`config.mk`:
```
export PLATFORM = sky130hd
export DESIGN_NAME = pqr5_dmem_arbiter_flat
export DESIGN_NICKNAME = d
export VERILOG_FILES = /design/src/rtl/pqr5_dmem_arbiter_if.sv /design/src/rtl/pqr5_dmem_arbiter.sv /design/src/flat_wrapper.sv
export SDC_FILE = /design/constraint.sdc
export NUM_CORES = 1
export LEC_CHECK = 0
export CAP_MARGIN = 20
export CORE_AREA = 3 3 111 113
export CTS_CLUSTER_DIAMETER = 50
export DETAILED_ROUTE_END_ITERATION = 10
export DIE_AREA = 0 0 114 116
export SLEW_MARGIN = 0
export SYNTH_ARGS = -nofsm -noshare
export SYNTH_HDL_FRONTEND = slang
export SYNTH_SLANG_ARGS = --single-unit
export TNS_END_PERCENT = 20
```
`constraint.sdc`:
```
create_clock -name clk -period 2.6 [get_ports clk]
set_input_delay 0.52 -clock clk [delete_from_list [all_inputs] [get_ports clk]]
set_output_delay 0.52 -clock clk [all_outputs]
set_load 0.02 [all_outputs]
```
`src/rtl/pqr5_dmem_arbiter_if.sv`:
```
// Bus bundle between the two DMEM requesters, the arbiter and the single-port RAM.
// slave = arbiter side, master = requesters plus RAM model side.
interface pqr5_dmem_arbiter_if #(
    parameter int DSIZE = 32,
    parameter int DEPTH = 1024,
    parameter int AW    = 32
);
    localparam int BW  = DSIZE / 8;
    localparam int RAW = $clog2(DEPTH);

    logic             m0_valid;
    logic             m0_ready;
    logic             m0_we;
    logic [AW-1:0]    m0_addr;
    logic [BW-1:0]    m0_be;
    logic [DSIZE-1:0] m0_wdata;
    logic             m0_rvalid;
    logic [DSIZE-1:0] m0_rdata;
    logic             m0_rerr;

    logic             m1_valid;
    logic             m1_ready;
    logic             m1_we;
    logic [AW-1:0]    m1_addr;
    logic [BW-1:0]    m1_be;
    logic [DSIZE-1:0] m1_wdata;
    logic             m1_rvalid;
    logic [DSIZE-1:0] m1_rdata;
    logic             m1_rerr;
    logic             m1_lock;

    logic             ram_en;
    logic [BW-1:0]    ram_we;
    logic [RAW-1:0]   ram_addr;
    logic [DSIZE-1:0] ram_wdata;
    logic [DSIZE-1:0] ram_rdata;

    modport slave (
        input  m0_valid, m0_we, m0_addr, m0_be, m0_wdata,
        output m0_ready, m0_rvalid, m0_rdata, m0_rerr,
        input  m1_valid, m1_we, m1_addr, m1_be, m1_wdata, m1_lock,
        output m1_ready, m1_rvalid, m1_rdata, m1_rerr,
        output ram_en, ram_we, ram_addr, ram_wdata,
        input  ram_rdata
    );

    modport master (
        output m0_valid, m0_we, m0_addr, m0_be, m0_wdata,
        input  m0_ready, m0_rvalid, m0_rdata, m0_rerr,
        output m1_valid, m1_we, m1_addr, m1_be, m1_wdata, m1_lock,
        input  m1_ready, m1_rvalid, m1_rdata, m1_rerr,
        input  ram_en, ram_we, ram_addr, ram_wdata,
        output ram_rdata
    );
endinterface

```
`src/rtl/pqr5_dmem_arbiter.sv`:
```
// Round-robin arbiter sharing one DMEM RAM between core (port 0) and debug/loader (port 1).
// Define PQR5_DMEM_ARB_STATS_EN to add saturating grant/conflict counters.
module pqr5_dmem_arbiter #(
    parameter int unsigned DSIZE = 32,
    parameter int unsigned DEPTH = 1024,
    parameter int unsigned AW    = 32
) (
    input  logic                 clk,
    input  logic                 areset,
    pqr5_dmem_arbiter_if.slave   bus
`ifdef PQR5_DMEM_ARB_STATS_EN
    ,
    output logic [31:0]          m0_gnt_cnt,
    output logic [31:0]          m1_gnt_cnt,
    output logic [31:0]          conflict_cnt
`endif
);
    localparam int unsigned BW  = DSIZE / 8;
    localparam int unsigned RAW = $clog2(DEPTH);
    localparam logic [AW:0] ADDR_LIMIT = (AW + 1)'(DEPTH) << 2;

    typedef enum logic {StArb, StLock} state_e;

    state_e           r_state, w_state_next;
    logic             r_rr_ptr, w_rr_ptr_next;
    logic             w_arb, w_gnt0, w_gnt1, w_acc;
    logic             w_we, w_err, w_en;
    logic [AW-1:0]    w_addr;
    logic [BW-1:0]    w_be;
    logic [DSIZE-1:0] w_wdata;

    // One-entry response pipe: who owns the access issued last cycle.
    logic r_pv, r_owner, r_err, r_rd;

    always_comb begin
        // A locked state whose lock just dropped arbitrates normally this cycle.
        w_arb  = (r_state == StArb) || !bus.m1_lock;
        w_gnt0 = !areset && w_arb && bus.m0_valid && (!bus.m1_valid || !r_rr_ptr);
        w_gnt1 = !areset && bus.m1_valid && (!w_arb || !bus.m0_valid || r_rr_ptr);
        w_acc  = w_gnt0 || w_gnt1;

        w_state_next = ((w_gnt1 || r_state == StLock) && bus.m1_lock) ? StLock : StArb;
        w_rr_ptr_next = r_rr_ptr;
        if (w_gnt0) begin
            w_rr_ptr_next = 1'b1;
        end else if (w_gnt1) begin
            w_rr_ptr_next = 1'b0;
        end

        w_we    = w_gnt1 ? bus.m1_we    : bus.m0_we;
        w_addr  = w_gnt1 ? bus.m1_addr  : bus.m0_addr;
        w_be    = w_gnt1 ? bus.m1_be    : bus.m0_be;
        w_wdata = w_gnt1 ? bus.m1_wdata : bus.m0_wdata;
        w_err   = (w_addr[1:0] != 2'b00) || ({1'b0, w_addr} >= ADDR_LIMIT);
        w_en    = w_acc && !w_err;
    end

    always_comb begin
        bus.m0_ready  = w_gnt0;
        bus.m1_ready  = w_gnt1;
        bus.ram_en    = w_en;
        bus.ram_we    = (w_en && w_we) ? w_be : '0;
        bus.ram_addr  = w_en ? w_addr[2 +: RAW] : '0;
        bus.ram_wdata = (w_en && w_we) ? w_wdata : '0;

        bus.m0_rvalid = r_pv && !r_owner;
        bus.m0_rerr   = bus.m0_rvalid && r_err;
        bus.m0_rdata  = (bus.m0_rvalid && r_rd && !r_err) ? bus.ram_rdata : '0;
        bus.m1_rvalid = r_pv && r_owner;
        bus.m1_rerr   = bus.m1_rvalid && r_err;
        bus.m1_rdata  = (bus.m1_rvalid && r_rd && !r_err) ? bus.ram_rdata : '0;
    end

    always_ff @(posedge clk or posedge areset) begin
        if (areset) begin
            r_state  <= StArb;
            r_rr_ptr <= 1'b0;
            r_pv     <= 1'b0;
            r_owner  <= 1'b0;
            r_err    <= 1'b0;
            r_rd     <= 1'b0;
        end else begin
            r_state  <= w_state_next;
            r_rr_ptr <= w_rr_ptr_next;
            r_pv     <= w_acc;
            r_owner  <= w_gnt1;
            r_err    <= w_err;
            r_rd     <= !w_we;
        end
    end

`ifdef PQR5_DMEM_ARB_STATS_EN
    logic [31:0] r_m0_cnt, r_m1_cnt, r_conf_cnt;
    logic        w_conflict;

    // Both valid always leaves exactly one port stalled.
    assign w_conflict = !areset && bus.m0_valid && bus.m1_valid;

    always_ff @(posedge clk or posedge areset) begin
        if (areset) begin
            r_m0_cnt   <= '0;
            r_m1_cnt   <= '0;
            r_conf_cnt <= '0;
        end else begin
            if (w_gnt0 && r_m0_cnt != '1) begin
                r_m0_cnt <= r_m0_cnt + 32'd1;
            end
            if (w_gnt1 && r_m1_cnt != '1) begin
                r_m1_cnt <= r_m1_cnt + 32'd1;
            end
            if (w_conflict && r_conf_cnt != '1) begin
                r_conf_cnt <= r_conf_cnt + 32'd1;
            end
        end
    end

    assign m0_gnt_cnt   = r_m0_cnt;
    assign m1_gnt_cnt   = r_m1_cnt;
    assign conflict_cnt = r_conf_cnt;
`endif
endmodule

```
`src/flat_wrapper.sv`:
```
// flat-port wrapper written by rule: the top's interface ports become plain ports
module pqr5_dmem_arbiter_flat 
#(
    parameter int unsigned DSIZE = 32,
    parameter int unsigned DEPTH = 1024,
    parameter int unsigned AW    = 32
)
  (clk, areset, bus_m0_valid, bus_m0_we, bus_m0_addr, bus_m0_be, bus_m0_wdata, bus_m0_ready, bus_m0_rvalid, bus_m0_rdata, bus_m0_rerr, bus_m1_valid, bus_m1_we, bus_m1_addr, bus_m1_be, bus_m1_wdata, bus_m1_lock, bus_m1_ready, bus_m1_rvalid, bus_m1_rdata, bus_m1_rerr, bus_ram_en, bus_ram_we, bus_ram_addr, bus_ram_wdata, bus_ram_rdata);
  pqr5_dmem_arbiter_if #(.DSIZE(DSIZE), .DEPTH(DEPTH), .AW(AW)) bus_i ();
  input  logic clk;
  input  logic areset;
  input wire logic [$bits(bus_i.m0_valid)-1:0] bus_m0_valid;
  input wire logic [$bits(bus_i.m0_we)-1:0] bus_m0_we;
  input wire logic [$bits(bus_i.m0_addr)-1:0] bus_m0_addr;
  input wire logic [$bits(bus_i.m0_be)-1:0] bus_m0_be;
  input wire logic [$bits(bus_i.m0_wdata)-1:0] bus_m0_wdata;
  output wire logic [$bits(bus_i.m0_ready)-1:0] bus_m0_ready;
  output wire logic [$bits(bus_i.m0_rvalid)-1:0] bus_m0_rvalid;
  output wire logic [$bits(bus_i.m0_rdata)-1:0] bus_m0_rdata;
  output wire logic [$bits(bus_i.m0_rerr)-1:0] bus_m0_rerr;
  input wire logic [$bits(bus_i.m1_valid)-1:0] bus_m1_valid;
  input wire logic [$bits(bus_i.m1_we)-1:0] bus_m1_we;
  input wire logic [$bits(bus_i.m1_addr)-1:0] bus_m1_addr;
  input wire logic [$bits(bus_i.m1_be)-1:0] bus_m1_be;
  input wire logic [$bits(bus_i.m1_wdata)-1:0] bus_m1_wdata;
  input wire logic [$bits(bus_i.m1_lock)-1:0] bus_m1_lock;
  output wire logic [$bits(bus_i.m1_ready)-1:0] bus_m1_ready;
  output wire logic [$bits(bus_i.m1_rvalid)-1:0] bus_m1_rvalid;
  output wire logic [$bits(bus_i.m1_rdata)-1:0] bus_m1_rdata;
  output wire logic [$bits(bus_i.m1_rerr)-1:0] bus_m1_rerr;
  output wire logic [$bits(bus_i.ram_en)-1:0] bus_ram_en;
  output wire logic [$bits(bus_i.ram_we)-1:0] bus_ram_we;
  output wire logic [$bits(bus_i.ram_addr)-1:0] bus_ram_addr;
  output wire logic [$bits(bus_i.ram_wdata)-1:0] bus_ram_wdata;
  input wire logic [$bits(bus_i.ram_rdata)-1:0] bus_ram_rdata;
  assign bus_i.m0_valid = bus_m0_valid;
  assign bus_i.m0_we = bus_m0_we;
  assign bus_i.m0_addr = bus_m0_addr;
  assign bus_i.m0_be = bus_m0_be;
  assign bus_i.m0_wdata = bus_m0_wdata;
  assign bus_m0_ready = bus_i.m0_ready;
  assign bus_m0_rvalid = bus_i.m0_rvalid;
  assign bus_m0_rdata = bus_i.m0_rdata;
  assign bus_m0_rerr = bus_i.m0_rerr;
  assign bus_i.m1_valid = bus_m1_valid;
  assign bus_i.m1_we = bus_m1_we;
  assign bus_i.m1_addr = bus_m1_addr;
  assign bus_i.m1_be = bus_m1_be;
  assign bus_i.m1_wdata = bus_m1_wdata;
  assign bus_i.m1_lock = bus_m1_lock;
  assign bus_m1_ready = bus_i.m1_ready;
  assign bus_m1_rvalid = bus_i.m1_rvalid;
  assign bus_m1_rdata = bus_i.m1_rdata;
  assign bus_m1_rerr = bus_i.m1_rerr;
  assign bus_ram_en = bus_i.ram_en;
  assign bus_ram_we = bus_i.ram_we;
  assign bus_ram_addr = bus_i.ram_addr;
  assign bus_ram_wdata = bus_i.ram_wdata;
  assign bus_i.ram_rdata = bus_ram_rdata;
  pqr5_dmem_arbiter #(.DSIZE(DSIZE), .DEPTH(DEPTH), .AW(AW)) u_core (.clk(clk), .areset(areset), .bus(bus_i));
endmodule
```
==> flow_summary.yaml <==
clocking:
  path_clk_slew_ns: 0.03
  clockBufferDepth: 2
  cts-htree-levels: 1
  numCtsBuffers: 3
  clk_latency_ns: 0.22
  cts_tree: "done"
  cts.root.buffer_cell: "clkbuf_16"
  clock-sinks: 6
flow_run:
  cap_viol_max_count: 0
critical_path:
  crit_type: "in2out"
  crit_family: "simple AND/OR/NAND/NOR gates"
  worst-path-buf-inv: 4
  path_cells: "buf_6 > nor4_4 > nand4_1 > or4_4 > buf_12 > buf_16 > a221oi_2 > buf_4"
  worstSetupStartpoint: "bus_m0_addr[14]"
  endpoint_kind: "output pin"
  worst_path_max_delay_cell: "or4_4"
  path_max_fanout: 4
  startpoint_type: "primary input"
  r2r_start: "u_core.r_rr_ptr$_DFFE_PP0P_"
  cp.arrival_ns: 2.38
  required_ns: 2.08
  critPathMaxStageDelay_ns: 0.55
die:
  start_util_pct: 16.1
  chipHeight_um: 116
  io_pins: 292
  row_count: 39
  core_area_sq_um: 11400
  die_area_sq_um: 13200
  die_w_um: 114
sta:
  fmax_ghz: 0.345
  rsz0062_at_grt: "yes"
  tightest_slew_ns: 0.304
  min_period_over_period_pct: 112
  min_period_ns: 2.90
  finalSetupViolCount: 37
  finClkSkew_ns: 0.00213
  final_max_slew_viol_count: 0
  fin_ws_ns: -0.302
  slew_headroom_pct: 79.3
  hold_violations: 0
placement:
  place.port_buffers: 291
  place_area_sq_um: 4980
  dp.cells: 684
  place_hpwl_um: 9170
  gp_congestion: 0.741
yosys:
  netlist_instances: 257
  synth.distinct_cells: 28
  syn-num-nets: 432
  async_flop_share_pct: 100
  synth_top_cell_area_share_pct: 23.6
  yosysMostFrequentCell: "nand2_1"
  avgSynthCellArea_sq_um: 7.17
  ys_seq_area_share_pct: 8.15
  synth_edf_count: 0
  syn_area_sq_um: 1840
  synth-warning-count: 0
  synth_top_area_cell: "a221oi_2"
  ys_seq_elements: 6
  ys.flop_type: "dfrtp_1"
  synth_area_leaders: "a221oi_2 24%, and2_1 22%, nand2_1 16%"
  synth_top_cells_by_count: "79 x nand2_1, 66 x and2_1, 29 x a221oi_2"
power:
  swShare_pct: 29.0
  pwr-share-comb_pct: 56.6
  pwr-share-seq_pct: 13.2
  internal-power_uw: 575
  p_sw_uw: 235
  vdd_drop_max_mv: 0.193
  p_per_area_nw_per_um2: 144
  clockPowerShare_pct: 30.2
  leakage_nw: 2.63
worst_hold_path:
  min_path_type: "in2async"
global_routing:
  grtUsageTotal_pct: 16.7
  grt_pass1_vias: 3232
  grt_pass1_wl_um: 17500
  grt.overflow.total: 0
  grt_antenna_before_repair: 0
  grt_max_degree: 43
finish:
  fillers: 1113
  nets: 738
  area_growth_pct: 206
  diodes: 0
  finalInstanceArea_sq_um: 5630
  finalNonFillerCells: 704
  utilization_pct: 49.3
  seqCellArea_sq_um: 150
  drive_gt1_share_pct: 28.9
  multi_input_area_sq_um: 1800
routing:
  num_vias: 3178
  drt_wl_total_um: 12300
  drcViolationCount: 0
  ant_nets: 0
  drtPass1Iterations: 4
  wl_per_cell_um: 17.5
  first_iter_violations: 92
  avgViaCountPerCell: 4.51
status:
  violations: "setup timing"
  run_status: "complete, but fails checks"
## cell type report
type / instances / share of cell area (%)
Timing Repair Buffer: 327 / 60.6
Multi-Input combinational cell: 221 / 31.9
Tap cell: 143 / 3.18
Sequential cell: 6 / 2.67
Clock buffer: 3 / 1.33
Inverter: 4 / 0.267
## logic make-up (layout without fill, tap and decap cells)
logic type	count (synthesis)	count (layout)	share of synthesized area, %
AOI/OAI and AO/OA	49	49	32.9
buffers and inverters	30	334	9.65
DFF	6	6	8.15
muxes	1	1	0.543
and+or+nand+nor	171	171	48.8
## layout by cell type (no fill, tap or decap), types with 2 or more instances in the layout
cell             netlist  final
clkdlybuf4s50_1        0    186
nand2_1               79     78
and2_1                66     66
buf_4                  0     46
a221oi_2              29     25
buf_6                  1     24
clkdlybuf4s15_1        0     15
dlymetal6s2s_1         0     15
a221oi_4               0     11
buf_2                  7     11
a22o_1                10     10
buf_16                 0      9
dlygate4sd2_1          0      8
buf_12                 3      7
nor4_2                 5      6
dfrtp_1                6      6
nor4_4                 0      4
inv_1                  3      3
nor2_1                 3      3
clkbuf_16              0      3
clkdlybuf4s15_2        0      3
nand4_1                2      2
and3b_1                2      2
## metal layers
layer  GRT usage, %  part of all wire [%]  up-vias
met1           19.6                    38     1453
met4           2.22                  0.79        0
met2           32.2                    53      177
met3           2.92                   8.2        6
met5              0                     0        -
li1               -                     -     1542
## state kept, by name, indices dropped and copies added, names as in the netlist
signal,flops
u_core.r_owner,1
u_core.r_rr_ptr,1
u_core.r_state,1
u_core.r_pv,1
u_core.r_err,1
u_core.r_rd,1
## worst paths after layout
check | end | slack [ns] | cells past startpoint
max | bus_ram_wdata[1] | -0.30 | 8
max in group asynchronous | u_core.r_err$_DFF_PP0_ | 2.18 | 2
max reg2reg | u_core.r_rd$_DFF_PP0_ | 0.85 | 6
min in group clk | u_core.r_state$_DFF_PP0_ | 0.49 | 1
min reg2reg | u_core.r_state$_DFF_PP0_ | 0.49 | 1
min | u_core.r_owner$_DFF_PP0_ | 0.24 | 2
## power by group through the flow
stage	clock, mW	sequential, mW	combinational, mW
final	0.244	0.107	0.458
after global routing	0.260	0.108	0.491
after CTS	0.251	0.107	0.445
after detailed placement	0	0.107	0.441
after global placement	0	0.107	0.437
after floorplan	0	0.106	0.109
## stage by stage
step           power, mW  hold WS [ns]  setup WS (ns)  TNS (ns)
2_1_floorplan      0.215         0.311         -0.144     -3.50
3_3_place_gp       0.544         0.478          -1.23    -52.76
3_5_place_dp       0.549         0.486          -1.28    -53.32
4_1_cts            0.803         0.244         -0.312    -10.33
5_1_grt            0.859         0.256         -0.378    -12.60
6_report           0.810         0.238         -0.302     -9.34
## timing repair
action | 4_1_cts | 5_1_grt
setup endpoints to repair | 48 | 80
pin swaps | 53 | 16
hold buffers | 0 | 0
buffers inserted | 6 | 1
resized for setup | 380 | 56
cloned | 10 | 0
Power figures use the tool's default switching activity.
